$ cat config.mk
export PLATFORM = sky130hd
export DESIGN_NAME = debounce_edge_detector
export DESIGN_NICKNAME = d
export VERILOG_FILES = /design/src/rtl/debounce_edge_detector.sv
export SDC_FILE = /design/constraint.sdc
export NUM_CORES = 1
export LEC_CHECK = 0
export ABC_AREA = 0
export BUFFER_PORTS_ARGS = -buffer_cell sky130_fd_sc_hd__clkbuf_2
export CAP_MARGIN = 20
export CORE_AREA = 8 8 47 49
export DETAILED_ROUTE_END_ITERATION = 16
export DIE_AREA = 0 0 55 57
export PLACE_DENSITY = 0.78
export REMOVE_ABC_BUFFERS = 1
export SLEW_MARGIN = 5
export SYNTH_ARGS = -nofsm -noshare
export SYNTH_HDL_FRONTEND = slang
export SYNTH_SLANG_ARGS = --single-unit
export TNS_END_PERCENT = 10
$ cat constraint.sdc
create_clock -name clk -period 2.9 [get_ports clk]
set_input_delay 0.29 -clock clk [delete_from_list [all_inputs] [get_ports clk]]
set_output_delay 0.29 -clock clk [all_outputs]
set_load 0.1 [all_outputs]
$ cat src/rtl/debounce_edge_detector.sv
// Debounces a registered 1-bit input and emits a clean level, rise/fall pulses and a rise counter.
// Optional macro DEBOUNCE_GLITCH_CNT_EN enables a saturating rejected-transition counter.
module debounce_edge_detector #(
   parameter int STABLE_CYCLES = 4,
   parameter int CNT_W         = 8
) (
   input  logic             clk,
   input  logic             rst,
   input  logic             din,
   input  logic             clr_count,
   output logic             level,
   output logic             rise,
   output logic             fall,
   output logic [CNT_W-1:0] event_count,
   output logic [7:0]       glitch_count
);

   localparam int STAB_W = $clog2(STABLE_CYCLES);
   localparam logic [STAB_W-1:0] STAB_LAST = STAB_W'(STABLE_CYCLES - 1);
   localparam logic [STAB_W-1:0] STAB_ONE  = STAB_W'(1);
   localparam logic [CNT_W-1:0]  EVT_ONE   = CNT_W'(1);

   typedef enum logic [1:0] {
      S_LOW      = 2'd0,
      S_CHK_HIGH = 2'd1,
      S_HIGH     = 2'd2,
      S_CHK_LOW  = 2'd3
   } state_t;

   state_t              state_r;
   state_t              state_s;
   logic [STAB_W-1:0]   stab_cnt_r;
   logic [STAB_W-1:0]   stab_cnt_s;
   logic                level_s;
   logic                rise_s;
   logic                fall_s;

   // Next-state, stability count and next registered outputs
   always_comb begin
      state_s    = state_r;
      stab_cnt_s = stab_cnt_r;
      level_s    = level;
      rise_s     = 1'b0;
      fall_s     = 1'b0;
      case (state_r)
         S_LOW: begin
            level_s = 1'b0;
            if (din) begin
               state_s    = S_CHK_HIGH;
               stab_cnt_s = STAB_ONE;
            end else begin
               stab_cnt_s = '0;
            end
         end
         S_CHK_HIGH: begin
            level_s = 1'b0;
            if (!din) begin
               state_s    = S_LOW;
               stab_cnt_s = '0;
            end else if (stab_cnt_r == STAB_LAST) begin
               state_s    = S_HIGH;
               stab_cnt_s = '0;
               level_s    = 1'b1;
               rise_s     = 1'b1;
            end else begin
               stab_cnt_s = stab_cnt_r + STAB_ONE;
            end
         end
         S_HIGH: begin
            level_s = 1'b1;
            if (!din) begin
               state_s    = S_CHK_LOW;
               stab_cnt_s = STAB_ONE;
            end else begin
               stab_cnt_s = '0;
            end
         end
         S_CHK_LOW: begin
            level_s = 1'b1;
            if (din) begin
               state_s    = S_HIGH;
               stab_cnt_s = '0;
            end else if (stab_cnt_r == STAB_LAST) begin
               state_s    = S_LOW;
               stab_cnt_s = '0;
               level_s    = 1'b0;
               fall_s     = 1'b1;
            end else begin
               stab_cnt_s = stab_cnt_r + STAB_ONE;
            end
         end
         default: begin
            state_s    = S_LOW;
            stab_cnt_s = '0;
            level_s    = 1'b0;
         end
      endcase
   end

   // State register and registered level/pulse outputs
   always_ff @(posedge clk) begin
      if (rst) begin
         state_r    <= S_LOW;
         stab_cnt_r <= '0;
         level      <= 1'b0;
         rise       <= 1'b0;
         fall       <= 1'b0;
      end else begin
         state_r    <= state_s;
         stab_cnt_r <= stab_cnt_s;
         level      <= level_s;
         rise       <= rise_s;
         fall       <= fall_s;
      end
   end

   // Rise counter; an accepted rise beats a coincident clear so the count lands on 1
   always_ff @(posedge clk) begin
      if (rst) begin
         event_count <= '0;
      end else if (rise_s) begin
         event_count <= clr_count ? EVT_ONE : (event_count + EVT_ONE);
      end else if (clr_count) begin
         event_count <= '0;
      end else begin
         event_count <= event_count;
      end
   end

`ifdef DEBOUNCE_GLITCH_CNT_EN
   logic reject_s;
   assign reject_s = ((state_r == S_CHK_HIGH) && !din) || ((state_r == S_CHK_LOW) && din);

   // Saturating count of transitions abandoned before reaching stability
   always_ff @(posedge clk) begin
      if (rst || clr_count) begin
         glitch_count <= 8'd0;
      end else if (reject_s && (glitch_count != 8'd255)) begin
         glitch_count <= glitch_count + 8'd1;
      end else begin
         glitch_count <= glitch_count;
      end
   end
`else
   assign glitch_count = 8'd0;
`endif

endmodule

## After elaboration in Yosys (flattened, before gate mapping)

Index checks and enable logic that the tools add are counted.

- Flip-flop bits (word level): 15
- Input port bits: 4
- Output and inout bits: 19
- Word-level logic and storage cells: 43

- $add $sub $neg: 2
- Equal/unequal tests: 8
- Multiplexer cells: 22
- Bitwise gates (word level): 1
- Reductions and logical operators: 4

Operators with widths:

| cell | number |
|---|---|
| $mux W8 | 3 |
| $mux W2 | 9 |
| $pmux W2 S4 | 2 |
| $add A8 B1 Y8 const B | 1 |
| $mux W1 | 7 |
| $eq A2 B2 Y1 const B | 3 |
| $ne A3 B3 Y1 const B | 2 |
| $ne A2 B2 Y1 const B | 2 |
| $pmux W1 S4 | 1 |
| $reduce_and A4 Y1 | 1 |
| $reduce_or A3 Y1 | 1 |
| $add A2 B1 Y2 const B | 1 |
| $eq A2 B1 Y1 const B | 1 |
| $logic_not A2 Y1 | 1 |
| $reduce_bool A2 Y1 | 1 |
| $not A1 Y1 | 1 |

## Logic depth before layout (Yosys ltp)

- Word-level depth: 5
- Gate-level depth with buffers: 5
- Gate-level depth less buffers: 4

## Worst setup path before layout

No wires, ideal clock.

- Path type: register to register
- Start: reg event_count[1]
- End: reg event_count[6]
- Library setup time: 0.070 ns
- Data arrival time: 1.948 ns
- Required time: 2.830 ns
- Setup slack: 0.882 ns
- Cell stages (with the launch flop): 5
- Path buffers: 0
- Clock period less this slack: 2.018 ns
- Cell sequence: dfxtp_1 ha_1 nand2_1 or4_1 a21oi_1

- Longest elaborated chain between the ends: 3

RTL lines:

| item | line | RTL |
|---|---|---|
| from (decl) | 14 | `output logic [CNT_W-1:0] event_count,` |
| from (signal assigned) | 122 | `event_count <= clr_count ? EVT_ONE : (event_count + EVT_ONE);` |
| from (signal assigned) | 126 | `event_count <= event_count;` |
| $add A8 B1 Y8 | 122 |  |
| $mux W8 | 122 |  |
| $mux W8 | 121 | `end else if (rise_s) begin` |

Every way passes these cells.
A chain may end at the register's enable or synchronous reset.

## Worst setup path after layout

- Start: reg stab_cnt_r[0]
- End: reg event_count[6]

- Longest elaborated chain between the ends: 5
- Elaborated cells on any way between the ends: 6
- Classes of those cells: 1 x eq/ne; 4 x mux; 1 x reduce/logical

RTL lines:

| item | line | RTL |
|---|---|---|
| from (decl) | 32 | `logic [STAB_W-1:0] stab_cnt_r;` |
| from (signal assigned) | 110 | `stab_cnt_r <= stab_cnt_s;` |
| $eq A2 B2 Y1 * | 60 | `end else if (stab_cnt_r == STAB_LAST) begin` |
| $mux W1 * | 60 |  |
| $mux W1 * | 57 | `if (!din) begin` |
| $mux W1 * | 45 | `case (state_r)` |
| $mux W8 or $reduce_bool A2 Y1 (tied branches) | -- |  |

Mark *: on every way between the ends. The rest lies on a longest branch, timed or not.

==> results.sh <==
export IMPL_critPathKind="reg2reg"
export IMPL_avgSynthCellArea_um2=9.06
export IMPL_ys_types=28
export IMPL_dieArea_um2=3140
export IMPL_yosys_area_top_type="dfxtp_1"
export IMPL_finish_utilization=0.512
export IMPL_postSynthCellCount=82
export IMPL_ctsHoldBuffers=0
export IMPL_row_count=15
export IMPL_ys_warn_count=0
export IMPL_power_mw=0.381
export IMPL_maxCapViolations=0
export IMPL_die_w_um=55
export IMPL_htreeDepth=1
export IMPL_setup_viol=0
export IMPL_cts_buffer_depth=2
export IMPL_die_y_um=57
export IMPL_coreArea_um2=1580
export IMPL_worst_slew_pin_slew_ps=544
export IMPL_grt_ovfl_total=0
export IMPL_cts_clk_slew_worst_paths_ps=80
export IMPL_critPathBufInv=0
export IMPL_stdcell_count=112
export IMPL_crit_fanout=10
export IMPL_hp_class="in2reg"
export IMPL_drtAntennaViolNets=0
export IMPL_ir_drop_v=0.000236
export IMPL_n_antenna_cell=0
export IMPL_clk_latency_ps=280
export IMPL_io_pins=23
export IMPL_setup_tns_ps=0
export IMPL_path_delay_family="simple AND/OR/NAND/NOR gates"
export IMPL_vias_per_cell=5.22
export IMPL_wl_per_cell_um=12.1
export IMPL_cts_tree="yes"
export IMPL_gp_congestion=0.740
export IMPL_leakage_nw=0.373
export IMPL_cts_root_buffer="clkbuf_4"
export IMPL_antenna_found_initial=0
export IMPL_critical_path_required_ps=3110
export IMPL_synth_cell_area_um2=743
export IMPL_grt_pass1_vias=522
export IMPL_dp_cells=108
export IMPL_ys_seq_area_frac=0.404
export IMPL_grt_pass1_wl_um=2210
export IMPL_ctsResizeCount=0
export IMPL_area_delta_synth_final_pct=8.59
export IMPL_firstDrtPassIters=3
export IMPL_cp_start_kind="register"
export IMPL_rsz0062_at_grt="no"
export IMPL_nets=103
export IMPL_powerDensity_nw_per_um2=472
export IMPL_max_slew_margin=0.639
export IMPL_period_needed_ps=1610
export IMPL_totalWireLength_um=1350
export IMPL_end_kind="register"
export IMPL_cts_buffers=3
export IMPL_final_hold_viol_count=0
export IMPL_finalHoldWorstSlack_ps=286
export IMPL_gr_usage_all_layers=0.0914
export IMPL_fmax_ghz=0.619
export IMPL_drc=0
export IMPL_first_iter_violations=10
export IMPL_period_share=0.557
export IMPL_finClkSkew_ps=5.62
export IMPL_cts_sinks=15
export IMPL_grt_max_degree=11
export IMPL_cp_arrival_ps=1820
export IMPL_postCtsSetupRepairBufs=0
export IMPL_drive_gt1_frac=0.211
export IMPL_synth_seq_cells=15
export IMPL_cp_slowest_cell="or4_1"
export IMPL_synth_area_top_cells="dfxtp_1 (40%), buf_4 (9.1%), ha_1 (5.1%)"
export IMPL_num_vias=585
export IMPL_critPathMaxStageDelay_ps=530
export IMPL_port_buffers=14
export IMPL_yosysTopAreaCellShare=0.404
export IMPL_start_util=0.471
export IMPL_status="completed"
export IMPL_slew_violations=0
export IMPL_worstPathCellList="ha_1 -> nand4b_4 -> or4_1 -> a21oi_1"
[area by class of cell]
class / count / area (um2)
clock buffer: 4 / 26.3
fill: 149 / 769
inverter: 2 / 7.51
multi-input combinational: 60 / 382
sequential: 15 / 300
tap: 17 / 21.3
timing repair buffer: 14 / 70.1
[sequential cells by signal, summed over array words and instances, names as in the netlist, named ones only]
| name | count |
|---|---|
| state_r | 1 |
| rise | 1 |
| level | 1 |
| fall | 1 |
| event_count | 8 |
| stab_cnt_r | 2 |
[cells in the mapped netlist]
master,n
nand4_1,2
or3_1,1
ha_1,3
and4b_2,1
nand2_1,8
nand3_1,3
buf_2,1
clkbuf_1,2
and2_1,1
buf_4,9
or4_1,4
o31ai_1,4
inv_1,2
mux2_2,1
a22oi_1,1
nor2_1,5
conb_1,1
a21o_1,2
nor4b_1,1
o21ai_0,1
a21oi_1,7
dfxtp_1,15
xnor2_1,2
nand4b_4,1
mux2i_1,1
and3_1,1
a211oi_1,1
nor2b_1,1
[path summary, 6_finish.rpt]
check | startpoint | to | slack (ps) | cells after the start
setup reg to reg | stab_cnt_r[0]$_SDFF_PP0_ | event_count[6]$_SDFFE_PP0P_ | 1290 | 4
hold / removal | rst | state_r[0]$_SDFFE_PP0P_ | 290 | 2
setup / recovery | stab_cnt_r[0]$_SDFF_PP0_ | event_count[6]$_SDFFE_PP0P_ | 1290 | 4
hold reg to reg | event_count[7]$_SDFFE_PP0P_ | event_count[7]$_SDFFE_PP0P_ | 480 | 2
[kinds of logic after synthesis]
logic type | after synthesis | share of synthesized area
compound gates | 16 | 0.135
other cells | 1 | 0.00505
fa+ha+maj | 3 | 0.0505
buf+inv | 14 | 0.118
xor+xnor | 2 | 0.0236
flops | 15 | 0.404
mux | 2 | 0.0286
simple gates | 29 | 0.236
[stage by stage]
stage	cell area [um2]	worst slack (ps)
6_report	807	1290
2_1_floorplan	689	882
3_3_place_gp	781	1380
5_1_grt	807	1180
4_1_cts	807	1270
3_5_place_dp	781	1290
[routing by layer]
layer	wire, um	track usage	vias to the layer above	share of wire
met5	0	0	-	0
met4	17	0.0412	0	0.013
met3	108	0.0260	2	0.080
met2	643	0.147	13	0.48
met1	583	0.106	271	0.43
li1	-	-	299	-
[power by group]
part / leakage, nW / internal, mW / switching, mW / total [mW]
clock: 0.0150 / 0.0534 / 0.0614 / 0.115
combinational: 0.237 / 0.00402 / 0.0522 / 0.0562
sequential: 0.121 / 0.207 / 0.00278 / 0.210
[placed cells by master, fill, tap and decap left out, types with 3 or more instances in the layout]
master / instances
nand2_1: 8
or4_1: 4
clkbuf_4: 3
dfxtp_1: 15
clkbuf_2: 14
nand3_1: 3
o31ai_1: 4
nor2_1: 5
conb_1: 8
ha_1: 3
a21oi_1: 7
No activity file was read; power rests on OpenSTA's default activity.
